==> config.mk <==
export PLATFORM = sky130hd
export DESIGN_NAME = fp_to_int
export DESIGN_NICKNAME = d
export VERILOG_FILES = /design/src/rtl/fp_pkg.sv /design/src/rtl/fp_unpack.sv /design/src/rtl/fp_to_int.sv
export SDC_FILE = /design/constraint.sdc
export NUM_CORES = 1
export LEC_CHECK = 0
export CAP_MARGIN = 20
export CORE_ASPECT_RATIO = 0.7
export CORE_UTILIZATION = 54
export CTS_BUF_LIST = sky130_fd_sc_hd__clkbuf_16
export DETAILED_ROUTE_END_ITERATION = 7
export PLACE_DENSITY_LB_ADDON = 0.05
export REMOVE_ABC_BUFFERS = 1
export SYNTH_ARGS = -nofsm -noshare
export SYNTH_HDL_FRONTEND = slang
export SYNTH_SLANG_ARGS = --single-unit
==> constraint.sdc <==
create_clock -name in_clk -period 3.5 [get_ports in_clk]
set_input_delay 0.7 -clock in_clk [delete_from_list [all_inputs] [get_ports in_clk]]
set_output_delay 0.7 -clock in_clk [all_outputs]
set_load 0.05 [all_outputs]
==> src/rtl/fp_pkg.sv <==
// Shared constants and enums for the binary64 -> int64 converter.
package fp_pkg;

  localparam int FP_DATA_W = 64;
  localparam int FP_EXP_W  = 11;
  localparam int FP_MANT_W = 52;

  localparam logic signed [FP_EXP_W:0]   FP_BIAS        = 12'sd1023;
  localparam logic        [FP_EXP_W-1:0] FP_EXP_SPECIAL = '1;

  typedef enum logic [1:0] {
    IDLE,
    SHIFT,
    DONE
  } state_t;

  typedef enum logic [2:0] {
    FP_ZERO,
    FP_SUB,
    FP_NORM,
    FP_INF,
    FP_NAN
  } fp_class_t;

endpackage

==> src/rtl/fp_unpack.sv <==
// Combinational operand classifier: sign, class, unbiased exponent, mantissa with hidden bit.
module fp_unpack
  import fp_pkg::*;
#(
  parameter int DATA_WIDTH = FP_DATA_W,
  parameter int EXP_WIDTH  = FP_EXP_W,
  parameter int MANT_WIDTH = FP_MANT_W
) (
  input  logic [DATA_WIDTH-1:0]      num,
  output logic                       sign,
  output fp_class_t                  cls,
  output logic signed [EXP_WIDTH:0]  exp_unb,
  output logic [MANT_WIDTH:0]        mant_full
);

  logic [EXP_WIDTH-1:0]  exp_field;
  logic [MANT_WIDTH-1:0] mant;

  assign sign      = num[DATA_WIDTH-1];
  assign exp_field = num[DATA_WIDTH-2 -: EXP_WIDTH];
  assign mant      = num[MANT_WIDTH-1:0];
  assign exp_unb   = $signed({1'b0, exp_field}) - FP_BIAS;

  always_comb begin
    cls       = FP_NORM;
    mant_full = {1'b1, mant};
    if (exp_field == '0) begin
      mant_full = {1'b0, mant};
      cls       = (mant == '0) ? FP_ZERO : FP_SUB;
    end else if (exp_field == FP_EXP_SPECIAL) begin
      cls = (mant == '0) ? FP_INF : FP_NAN;
    end
  end

endmodule

==> src/rtl/fp_to_int.sv <==
// Multi-cycle binary64 -> int64/uint64 converter, truncating toward zero, 1-bit/cycle shifter.
// Define FP_TO_INT_SATURATE_EN to return saturated values on overflow/invalid instead of 0.
module fp_to_int
  import fp_pkg::*;
#(
  parameter int DATA_WIDTH = FP_DATA_W,
  parameter int EXP_WIDTH  = FP_EXP_W,
  parameter int MANT_WIDTH = FP_MANT_W
) (
  input  logic                  in_clk,
  input  logic                  in_rst_n,
  input  logic                  in_valid,
  output logic                  out_ready,
  input  logic [DATA_WIDTH-1:0] in_num,
  input  logic                  in_signed,
  output logic                  out_valid,
  input  logic                  in_ready,
  output logic [DATA_WIDTH-1:0] out_result,
  output logic                  out_flag_OF,
  output logic                  out_flag_NV,
  output logic                  out_flag_NX
);

  localparam int CNT_W = $clog2(MANT_WIDTH + 1);

  localparam logic signed [EXP_WIDTH:0] E_MANT = (EXP_WIDTH+1)'(MANT_WIDTH);
  localparam logic signed [EXP_WIDTH:0] E_SMAX = (EXP_WIDTH+1)'(DATA_WIDTH - 1);
  localparam logic signed [EXP_WIDTH:0] E_UMAX = (EXP_WIDTH+1)'(DATA_WIDTH);

  localparam logic [DATA_WIDTH-1:0] S_MAX = {1'b0, {(DATA_WIDTH-1){1'b1}}};
  localparam logic [DATA_WIDTH-1:0] S_MIN = {1'b1, {(DATA_WIDTH-1){1'b0}}};

  state_t state, state_nx;

  logic                      op_sign;
  fp_class_t                 op_cls;
  logic signed [EXP_WIDTH:0] op_exp;
  logic [MANT_WIDTH:0]       op_mant;

  logic                  accept;
  logic                  direct;
  logic                  shl;
  logic [CNT_W-1:0]      shamt;
  logic                  exact_min;
  logic                  ovf_norm;
  logic [DATA_WIDTH-1:0] sat_pos;
  logic [DATA_WIDTH-1:0] sat_neg;
  logic [DATA_WIDTH-1:0] d_result;
  logic                  d_of;
  logic                  d_nv;
  logic                  d_nx;

  logic [DATA_WIDTH-1:0] work;
  logic [CNT_W-1:0]      count;
  logic                  left;
  logic                  neg;
  logic [DATA_WIDTH-1:0] result;
  logic                  of_q;
  logic                  nv_q;
  logic                  nx_q;

  fp_unpack #(
    .DATA_WIDTH (DATA_WIDTH),
    .EXP_WIDTH  (EXP_WIDTH),
    .MANT_WIDTH (MANT_WIDTH)
  ) u_unpack (
    .num       (in_num),
    .sign      (op_sign),
    .cls       (op_cls),
    .exp_unb   (op_exp),
    .mant_full (op_mant)
  );

  assign accept = (state == IDLE) && in_valid;

  // Classify the offered operand: either resolved immediately or handed to the shifter.
  always_comb begin
    direct    = 1'b1;
    d_result  = '0;
    d_of      = 1'b0;
    d_nv      = 1'b0;
    d_nx      = 1'b0;
    shl       = (op_exp >= E_MANT);
    shamt     = CNT_W'(shl ? (op_exp - E_MANT) : (E_MANT - op_exp));
    exact_min = in_signed && op_sign && (op_mant[MANT_WIDTH-1:0] == '0);
    ovf_norm  = in_signed ? ((op_exp > E_SMAX) || ((op_exp == E_SMAX) && !exact_min))
                          : (op_exp >= E_UMAX);
`ifdef FP_TO_INT_SATURATE_EN
    sat_pos   = in_signed ? S_MAX : '1;
    sat_neg   = in_signed ? S_MIN : '0;
`else
    sat_pos   = '0;
    sat_neg   = '0;
`endif
    if (op_cls == FP_NAN) begin
      d_nv     = 1'b1;
      d_result = sat_pos;
    end else if ((op_cls == FP_INF) || ((op_cls == FP_NORM) && ovf_norm)) begin
      d_of     = 1'b1;
      d_result = op_sign ? sat_neg : sat_pos;
    end else if (op_cls == FP_ZERO) begin
      d_result = '0;
    end else if (op_cls == FP_SUB) begin
      d_nx = 1'b1;
    end else if (op_exp[EXP_WIDTH]) begin
      d_nx = 1'b1;
    end else if (!in_signed && op_sign) begin
      d_nv     = 1'b1;
      d_result = sat_neg;
    end else begin
      direct = 1'b0;
    end
  end

  always_ff @(posedge in_clk or negedge in_rst_n) begin
    if (!in_rst_n) state <= IDLE;
    else           state <= state_nx;
  end

  always_comb begin
    state_nx  = state;
    out_ready = 1'b0;
    out_valid = 1'b0;
    case (state)
      IDLE: begin
        out_ready = 1'b1;
        if (in_valid) state_nx = direct ? DONE : SHIFT;
      end
      SHIFT: begin
        if (count == '0) state_nx = DONE;
      end
      DONE: begin
        out_valid = 1'b1;
        if (in_ready) state_nx = IDLE;
      end
      default: state_nx = IDLE;
    endcase
  end

  // result only changes on entry to DONE, so it stays visible until the next result.
  always_ff @(posedge in_clk or negedge in_rst_n) begin
    if (!in_rst_n) begin
      work   <= '0;
      count  <= '0;
      left   <= 1'b0;
      neg    <= 1'b0;
      result <= '0;
      of_q   <= 1'b0;
      nv_q   <= 1'b0;
      nx_q   <= 1'b0;
    end else if (accept) begin
      of_q  <= d_of;
      nv_q  <= d_nv;
      nx_q  <= d_nx;
      work  <= {{(DATA_WIDTH-MANT_WIDTH-1){1'b0}}, op_mant};
      count <= shamt;
      left  <= shl;
      neg   <= in_signed && op_sign;
      if (direct) result <= d_result;
    end else if (state == SHIFT) begin
      if (count != '0) begin
        work  <= left ? {work[DATA_WIDTH-2:0], 1'b0} : {1'b0, work[DATA_WIDTH-1:1]};
        count <= count - CNT_W'(1);
        if (!left && work[0]) nx_q <= 1'b1;
      end else begin
        result <= neg ? -work : work;
      end
    end
  end

  assign out_result  = result;
  assign out_flag_OF = of_q;
  assign out_flag_NV = nv_q;
  assign out_flag_NX = nx_q;

endmodule

==> impl_metrics.ini, run 1 <==
[placed_design]
dpl.hpwl_mm = 15.2
gp_congestion = 0.878
place_area_um2 = 10000
dp.cells = 1211
pre_cts_slack_ps = 103
port-buffer-count = 137

[floorplanning]
boundaryPins = 138
num_rows = 37
die_h_um = 106
die_area_um2 = 16100
coreArea_um2 = 15000
fp.dieW_um = 151
initial_utilization_pct = 56.3

[cells_and_area]
nNetsFinal = 1113
fillers = 1156
fin_cells = 1243
drive_above_1_share_pct = 7.54
area_delta_synth_final_pct = 26.4
stdcell_area_um2 = 10600
num_antenna_cells = 0
final-seq-area_um2 = 3530
multiInputGateArea_um2 = 4590

[clock_network]
cts-resized-gates = 0
cts-buffers-inserted = 17
insertion_delay_ps = 430
path_clk_slew_ps = 60
post_cts_buffers = 0
tritoncts = built
clockBufferDepth = 2
cts_root_buf = clkbuf_16
cts.sinks = 141
cts_hold_buf = 0
htree_levels = 4

[detailed_routing]
routed_wirelength_mm = 22.6
ant_nets = 0
drt_first_pass_iters = 7
vias = 7572
drc = 0
via_per_inst = 6.09
drtIter0Drc = 545
wl_per_cell_um = 18.2

[global_routing]
grt_pass1_vias = 6859
antenna_found_initial = 0
grt_usage_pct = 29.2
grt_pass1_wl_mm = 36.3
grt_start_max_net_pins = 93
global_route.overflow_total = 0

[worst_setup_path]
critPathMaxFanout = 7
start_kind = input pin
arrival_ps = 3330
critical_path_class = input pin to flop
required_ps = 3800
end_kind = flop

[sta]
tns_ps = 0
max_clock_freq_ghz = 0.329
fin_crit_ps = 3040
worstMarginPinSlew_ps = 1040
setup_viol = 0
rsz0062_at_grt = no
finalCritPeriodShare_pct = 86.7
finalHoldViolCount = 0
whs_ps = 239
relSlewSlack_pct = 30.9
clock_skew_ps = 12.8
layout_setup_ws_ps = 464
drv_slew = 0

[power]
p_per_area_nw_per_um2 = 521
p_leak_uw = 0.00423
net-switching-power_uw = 1930
intPower_uw = 3600
comb_power_share_pct = 25.3
vdd_ir_drop_max_mv = 0.314
clockPowerShare_pct = 33.6
p_seq_share_pct = 41.1
p_sw_share_pct = 34.9

[synth]
syn_area_per_cell_um2 = 9.08
synth-seq-cells = 141
async_reset_ff_share_pct = 100
synth.yosys.seq_area_share_pct = 41.9
ys_dominant_reg_cell = dfrtp_1
syn_area_um2 = 8410
synth_cells = 926
synth_cell_types = 55
yosysWarnings = 0
synth_edf_count = 0

[outcome]
outcome = finished, final reports clean

[run]
drv_cap = 0

[hold_path]
hold_class = input pin to asynchronous set/reset pin
[metrics by stage]
| stage | util [%] | total power, µW |
|---|---|---|
| after CTS | 71.1 | 5530 |
| after global placement | 67.1 | 3650 |
| after floorplan | - | 3170 |
| after global routing | 71.1 | 5800 |
| after detailed placement | 67.1 | 3660 |
| final | 71.1 | 5540 |
[synthesized netlist by cell type, types with 15 or more instances]
master	instances	area, µm²
nor2_1	103	387
mux2i_1	53	531
o2bb2ai_1	60	526
a21oi_1	55	275
dfrtp_1	141	3530
clkbuf_1	65	244
nand2_1	87	327
xor2_1	58	508
o31ai_1	15	113
xnor2_1	18	158
o21ai_0	68	340
nor4_1	21	131
[registers in the layout (all words and copies together) (netlist names)]
name,cells
out_flag_NX,1
left,1
out_flag_NV,1
work,64
state,2
out_flag_OF,1
out_result,64
count,6
neg,1
[layout make-up]
| type | instances | area share [%] |
|---|---|---|
| flip-flops and latches | 141 | 33.2 |
| clock buffers | 17 | 4.00 |
| well taps | 195 | 2.29 |
| inverters | 14 | 0.494 |
| repair buffers | 161 | 15.2 |
| clock inverters | 15 | 1.65 |
| multi-input cells | 700 | 43.2 |
[metal layers]
layer	up-vias	share of wire [%]	wire length (µm)	GRT usage (%)
met3	16	6.6	1500	6.31
met1	3656	49	11100	44.9
li1	3611	-	-	-
met5	-	0	0	0
met4	0	0.76	173	6.21
met2	289	44	9860	41.7
[worst paths after layout]
| path | end | slack (ps) | start | depth (start not counted) |
|---|---|---|---|---|
| max | count[5] | 460 | in_num[52] | 12 |
| min | work[30] | 240 | in_rst_n | 1 |
| max reg2reg | out_result[59] | 630 | work[11] | 7 |
| min reg2reg | out_result[16] | 490 | out_result[16] | 1 |
| max in group asynchronous | work[3] | 2520 | in_rst_n | 2 |
| min in group in_clk | out_result[16] | 490 | out_result[16] | 1 |
[kinds of logic (layout without fill, tap and decap cells)]
logic type                 count (synthesis)  after routing  synth area share, %
AOI/OAI and AO/OA                        264            264                 21.2
DFF                                      141            141                 41.9
buffers and inverters                     85            207                 3.81
muxes                                     62             62                 7.51
and+or+nand+nor                          289            289                 16.2
xor gates and xnor gates                  76             76                 7.91
adders and majority gates                  9              9                 1.34
[layout by cell type (no fill, tap or decap), types with 3 or more instances in the layout]
cell	n
nor2b_1	7
clkinvlp_4	5
xor2_1	58
xnor2_1	18
o31ai_1	14
nor4_1	21
o22ai_1	13
clkdlybuf4s50_1	136
o2bb2ai_1	60
nand4_1	9
buf_4	19
nor3_1	14
bufinv_16	3
o21a_1	3
buf_12	5
o21ai_0	68
nor2_1	103
a31oi_1	6
clkbuf_16	17
ha_1	9
nand4b_1	3
nand3_1	13
o41ai_1	12
nand2_1	85
o41ai_2	3
or3_1	6
mux2i_1	53
dfrtp_1	140
a211oi_1	11
clkinv_4	4
a21oi_1	55
nand2b_1	7
mux2_2	9
o211ai_1	5
inv_1	15
[critical path: stages]
cell	delay [ps]
clkdlybuf4s50_1	560
ha_1	320
xnor2_1	170
inv_1	140
ha_1	170
nand2_1	90
nand2_1	90
o211ai_1	100
a31oi_1	490
mux2i_1	290
xnor2_1	140
o21ai_0	90
[power by group through the flow]
stage	Combinational, µW	Clock (µW)	Sequential, µW
final	1400	1860	2280
after global routing	1540	1940	2310
after CTS	1400	1870	2260
after floorplan	952	0	2220
after detailed placement	1380	0	2280
after global placement	1370	0	2280
(Power assumes the default switching activity.)
==> run 2, diff against run 1 <==
--- a/config.mk
+++ b/config.mk
@@ -7,7 +7,7 @@
 export LEC_CHECK = 0
 export CAP_MARGIN = 20
 export CORE_ASPECT_RATIO = 0.7
-export CORE_UTILIZATION = 54
+export CORE_UTILIZATION = 50
 export CTS_BUF_LIST = sky130_fd_sc_hd__clkbuf_16
 export DETAILED_ROUTE_END_ITERATION = 7
 export PLACE_DENSITY_LB_ADDON = 0.05
==> run 2 against run 1 <==
Die area is 7.9% higher; global-route usage down 0.92 points; clock skew fell by 1.4 ps; final cell count grew 2.8%; critical path depth decreased by 5; sequential share of layout area decreased by 0.16 points; hold slack barely moved; non-clock buffer count grew 6; wire length is 2.7% higher; count of clock-buffer cells in the layout is the same; maximum frequency decreased by 0.15%; power shrank 0.66%.
==> impl_metrics.ini, run 2 (synthesized netlist as in run 1, its figures left out) <==
[outcome]
outcome = finished, final reports clean

[clock_network]
cts-resized-gates = 0
post_cts_buffers = 0
cts.sinks = 141
cts_hold_buf = 0
path_clk_slew_ps = 60
clockBufferDepth = 2
tritoncts = built
htree_levels = 4
cts_root_buf = clkbuf_16
cts-buffers-inserted = 17
insertion_delay_ps = 430

[floorplanning]
die_h_um = 111
die_area_um2 = 17400
boundaryPins = 138
initial_utilization_pct = 51.3
num_rows = 39
fp.dieW_um = 157
coreArea_um2 = 16400

[sta]
tns_ps = 0
rsz0062_at_grt = no
worstMarginPinSlew_ps = 1070
whs_ps = 239
max_clock_freq_ghz = 0.329
finalCritPeriodShare_pct = 86.9
drv_slew = 0
finalHoldViolCount = 0
layout_setup_ws_ps = 459
fin_crit_ps = 3040
setup_viol = 0
relSlewSlack_pct = 28.6
clock_skew_ps = 11.5

[worst_setup_path]
startpoint = work[30]
cp_num_buf_inv = 0
arrival_ps = 3330
crit_top_cell = or4_4
critPathMaxFanout = 5
critical_path_class = flop to flop
cp_slowest_stage_delay_ps = 590
path_cells = or4_4 -> or4_4 -> nor4_4 -> nand4_2 -> o41ai_1 -> xor2_1 -> o2bb2ai_1
required_ps = 3790
timing.rr.start = work[30]
critical-path-top-delay-family = simple AND/OR/NAND/NOR gates
end_kind = flop
start_kind = flop
slowest_stage = or4_4

[global_routing]
global_route.overflow_total = 0
grt_pass1_wl_mm = 38.3
antenna_found_initial = 0
grt_pass1_vias = 7176
grt_usage_pct = 28.3
grt_busiest_layer = met1
gr-usage-met2_pct = 39.3
grt_use_met3_pct = 5.81
met1_usage_pct = 44.2
grt_start_max_net_pins = 74

[cells_and_area]
nNetsFinal = 1119
final-seq-area_um2 = 3530
multiInputGateArea_um2 = 4590
layout_common_cells = dfrtp_1, clkdlybuf4s50_1, nor2_1
fin_cells = 1278
stdcell_area_um2 = 10700
area_delta_synth_final_pct = 27.0
drive_above_1_share_pct = 7.88
fillers = 1402
final_common_cell = dfrtp_1
num_antenna_cells = 0

[placed_design]
dp.cells = 1247
port-buffer-count = 137
gp_congestion = 0.886
dpl.hpwl_mm = 15.7
pre_cts_slack_ps = 90.8
place_area_um2 = 10100

[detailed_routing]
routed_wirelength_mm = 23.3
drt_first_pass_iters = 5
via_per_inst = 5.88
vias = 7509
drc = 0
drtIter0Drc = 674
wl_per_cell_um = 18.2
ant_nets = 0

[power]
vdd_ir_drop_max_mv = 0.306
p_per_area_nw_per_um2 = 515
p_leak_uw = 0.00426

[hold_path]
hold_class = input pin to asynchronous set/reset pin

[run]
drv_cap = 0
==> run 2: cell count changes in the layout (fill, tap and decap cells not counted) <==
cell,change
inv_1,+1
clkinv_4,-3
clkinvlp_4,-1
clkinv_2,+2
buf_4,+7
buf_12,-1
==> run 2: layout make-up <==
| cell class | count | share of cell area, % |
|---|---|---|
| multi-input combinational | 700 | 43.0 |
| sequential | 141 | 33.1 |
| timing repair buffer | 167 | 15.4 |
| clock buffer | 17 | 3.98 |
| tap | 225 | 2.63 |
| clock inverter | 14 | 1.45 |
| inverter | 14 | 0.492 |
==> run 2: final timing paths <==
path	to	slack, ps	cells after the start
worst max-delay path	out_result[54]	460	7
worst min-delay path	work[29]	240	1
worst max register to register	out_result[54]	460	7
worst min register to register	out_result[21]	490	1
max in group asynchronous	out_result[47]	2510	2
min in group in_clk	out_result[21]	490	1
==> run 2: stage by stage <==
stage / total power (µW) / utilization (%)
2_1_floorplan: 3170 / -
3_3_place_gp: 3670 / 61.6
3_5_place_dp: 3680 / 61.6
4_1_cts: 5500 / 65.2
5_1_grt: 5800 / 65.2
6_report: 5500 / 65.2
==> run 2: layer usage <==
metal  vias to the layer above  routed length (µm)
met2                       271                9680
met5                         -                   0
met1                      3613               11500
li1                       3598                   -
met3                        27                1750
met4                         0                 317
==> run 2: report_power, final <==
part           internal (µW)  total (µW)  switching, µW
logic                    666        1400            732
registers               1830        2290            461
clock network           1100        1810            709
total                   3600        5500           1900
==> run 3, diff against run 2 <==
--- a/config.mk
+++ b/config.mk
@@ -6,7 +6,8 @@
 export NUM_CORES = 1
 export LEC_CHECK = 0
 export CAP_MARGIN = 20
-export CORE_ASPECT_RATIO = 0.7
+export CORE_ASPECT_RATIO = 1.4
+export CORE_MARGIN = 3
 export CORE_UTILIZATION = 50
 export CTS_BUF_LIST = sky130_fd_sc_hd__clkbuf_16
 export DETAILED_ROUTE_END_ITERATION = 7
==> run 3 against run 2 <==
First-iteration DRC count down 19%; final cell count down 2.3%; power down 3.3%; global-route usage down 2.9 points; clock power down 8%; largest power group unchanged.
==> impl_metrics.ini, run 3 (synthesized netlist as in run 1, its figures left out) <==
[outcome]
outcome = finished, final reports clean

[global_routing]
grt_pass1_wl_mm = 37.9
grt_start_max_net_pins = 81
global_route.overflow_total = 0
grt_pass1_vias = 7410
grt_usage_pct = 25.4
antenna_found_initial = 0

[sta]
finalHoldViolCount = 0
fin_crit_ps = 3010
relSlewSlack_pct = 35.0
drv_slew = 0
layout_setup_ws_ps = 488
rsz0062_at_grt = no
max_clock_freq_ghz = 0.332
worstMarginPinSlew_ps = 975
finalCritPeriodShare_pct = 86.0
setup_viol = 0
tns_ps = 0
whs_ps = 247
clock_skew_ps = 10.2

[clock_network]
path_clk_slew_ps = 70
cts-resized-gates = 0
post_cts_buffers = 0
clockBufferDepth = 2
cts_hold_buf = 0
htree_levels = 4
cts-buffers-inserted = 17
insertion_delay_ps = 430
cts_root_buf = clkbuf_16
tritoncts = built
cts.sinks = 141

[detailed_routing]
routed_wirelength_mm = 23.1
ant_nets = 0
drtIter0Drc = 548
wl_per_cell_um = 18.5
vias = 7436
drt_first_pass_iters = 6
drc = 0
via_per_inst = 5.95

[cells_and_area]
fin_cells = 1249
area_delta_synth_final_pct = 25.8
multiInputGateArea_um2 = 4590
final_util_pct = 64.9
final_common_cell = dfrtp_1
layout_common_cells = dfrtp_1, clkdlybuf4s50_1, nor2_1
final-seq-area_um2 = 3530
num_antenna_cells = 0
nNetsFinal = 1115
drive_above_1_share_pct = 7.71
fillers = 1425

[floorplanning]
die_area_um2 = 18400
coreArea_um2 = 16300
fp.dieW_um = 116
boundaryPins = 138
initial_utilization_pct = 51.6
die_h_um = 159
num_rows = 55

[worst_setup_path]
critical_path_class = flop to flop
required_ps = 3790
start_kind = flop
critPathMaxFanout = 9
arrival_ps = 3310
end_kind = flop

[placed_design]
pre_cts_slack_ps = 129
gp_congestion = 0.871
dpl.hpwl_mm = 16.0
port-buffer-count = 137
dp.cells = 1217

[power]
p_per_area_nw_per_um2 = 503
p_leak_uw = 0.00421
vdd_ir_drop_max_mv = 0.357

[hold_path]
hold_class = input pin to asynchronous set/reset pin

[run]
drv_cap = 0
[run 3: power breakdown]
group          leakage, µW  switching (µW)  internal, µW
Clock             0.000252             755           913
Combinational      0.00212             741           650
Sequential         0.00184             433          1830
[run 3: routing by layer]
| layer | vias to the layer above | part of all wire, % | track usage [%] |
|---|---|---|---|
| met3 | 35 | 4.0 | 4.11 |
| met1 | 3625 | 44 | 33.7 |
| met2 | 183 | 50 | 42.3 |
| met5 | - | 0 | 0 |
| li1 | 3593 | - | - |
| met4 | 0 | 2.1 | 7.86 |
[run 3: final cells by class]
type / count / area share, %
Clock inverter: 15 / 1.09
Sequential cell: 141 / 33.4
Inverter: 14 / 0.497
Clock buffer: 17 / 4.02
Multi-Input combinational cell: 700 / 43.4
Tap cell: 199 / 2.35
Timing Repair Buffer: 163 / 15.3
[run 3: critical path, stage by stage (launching register included)]
cell and delay (ps):
dfrtp_1 460, nor4_1 580, nand4_1 380, nor2_1 560, nand3_4 230, o41ai_2 370
xor2_1 210, o2bb2ai_1 90
[run 3: per-stage QoR]
stage	area [µm²]	power, µW
after CTS	10600	5340
after global routing	10600	5620
final	10600	5320
after detailed placement	10000	3660
after floorplan	8140	3170
after global placement	10000	3650
[run 3: final timing paths]
check | start | to | slack, ps | cells after the start
min in group in_clk | out_result[2] | out_result[2] | 480 | 1
worst max register to register | work[12] | out_result[59] | 490 | 7
worst min-delay path | in_rst_n | out_result[29] | 250 | 1
max in group asynchronous | in_rst_n | out_result[13] | 2480 | 2
worst max-delay path | work[12] | out_result[59] | 490 | 7
worst min register to register | out_result[2] | out_result[2] | 480 | 1
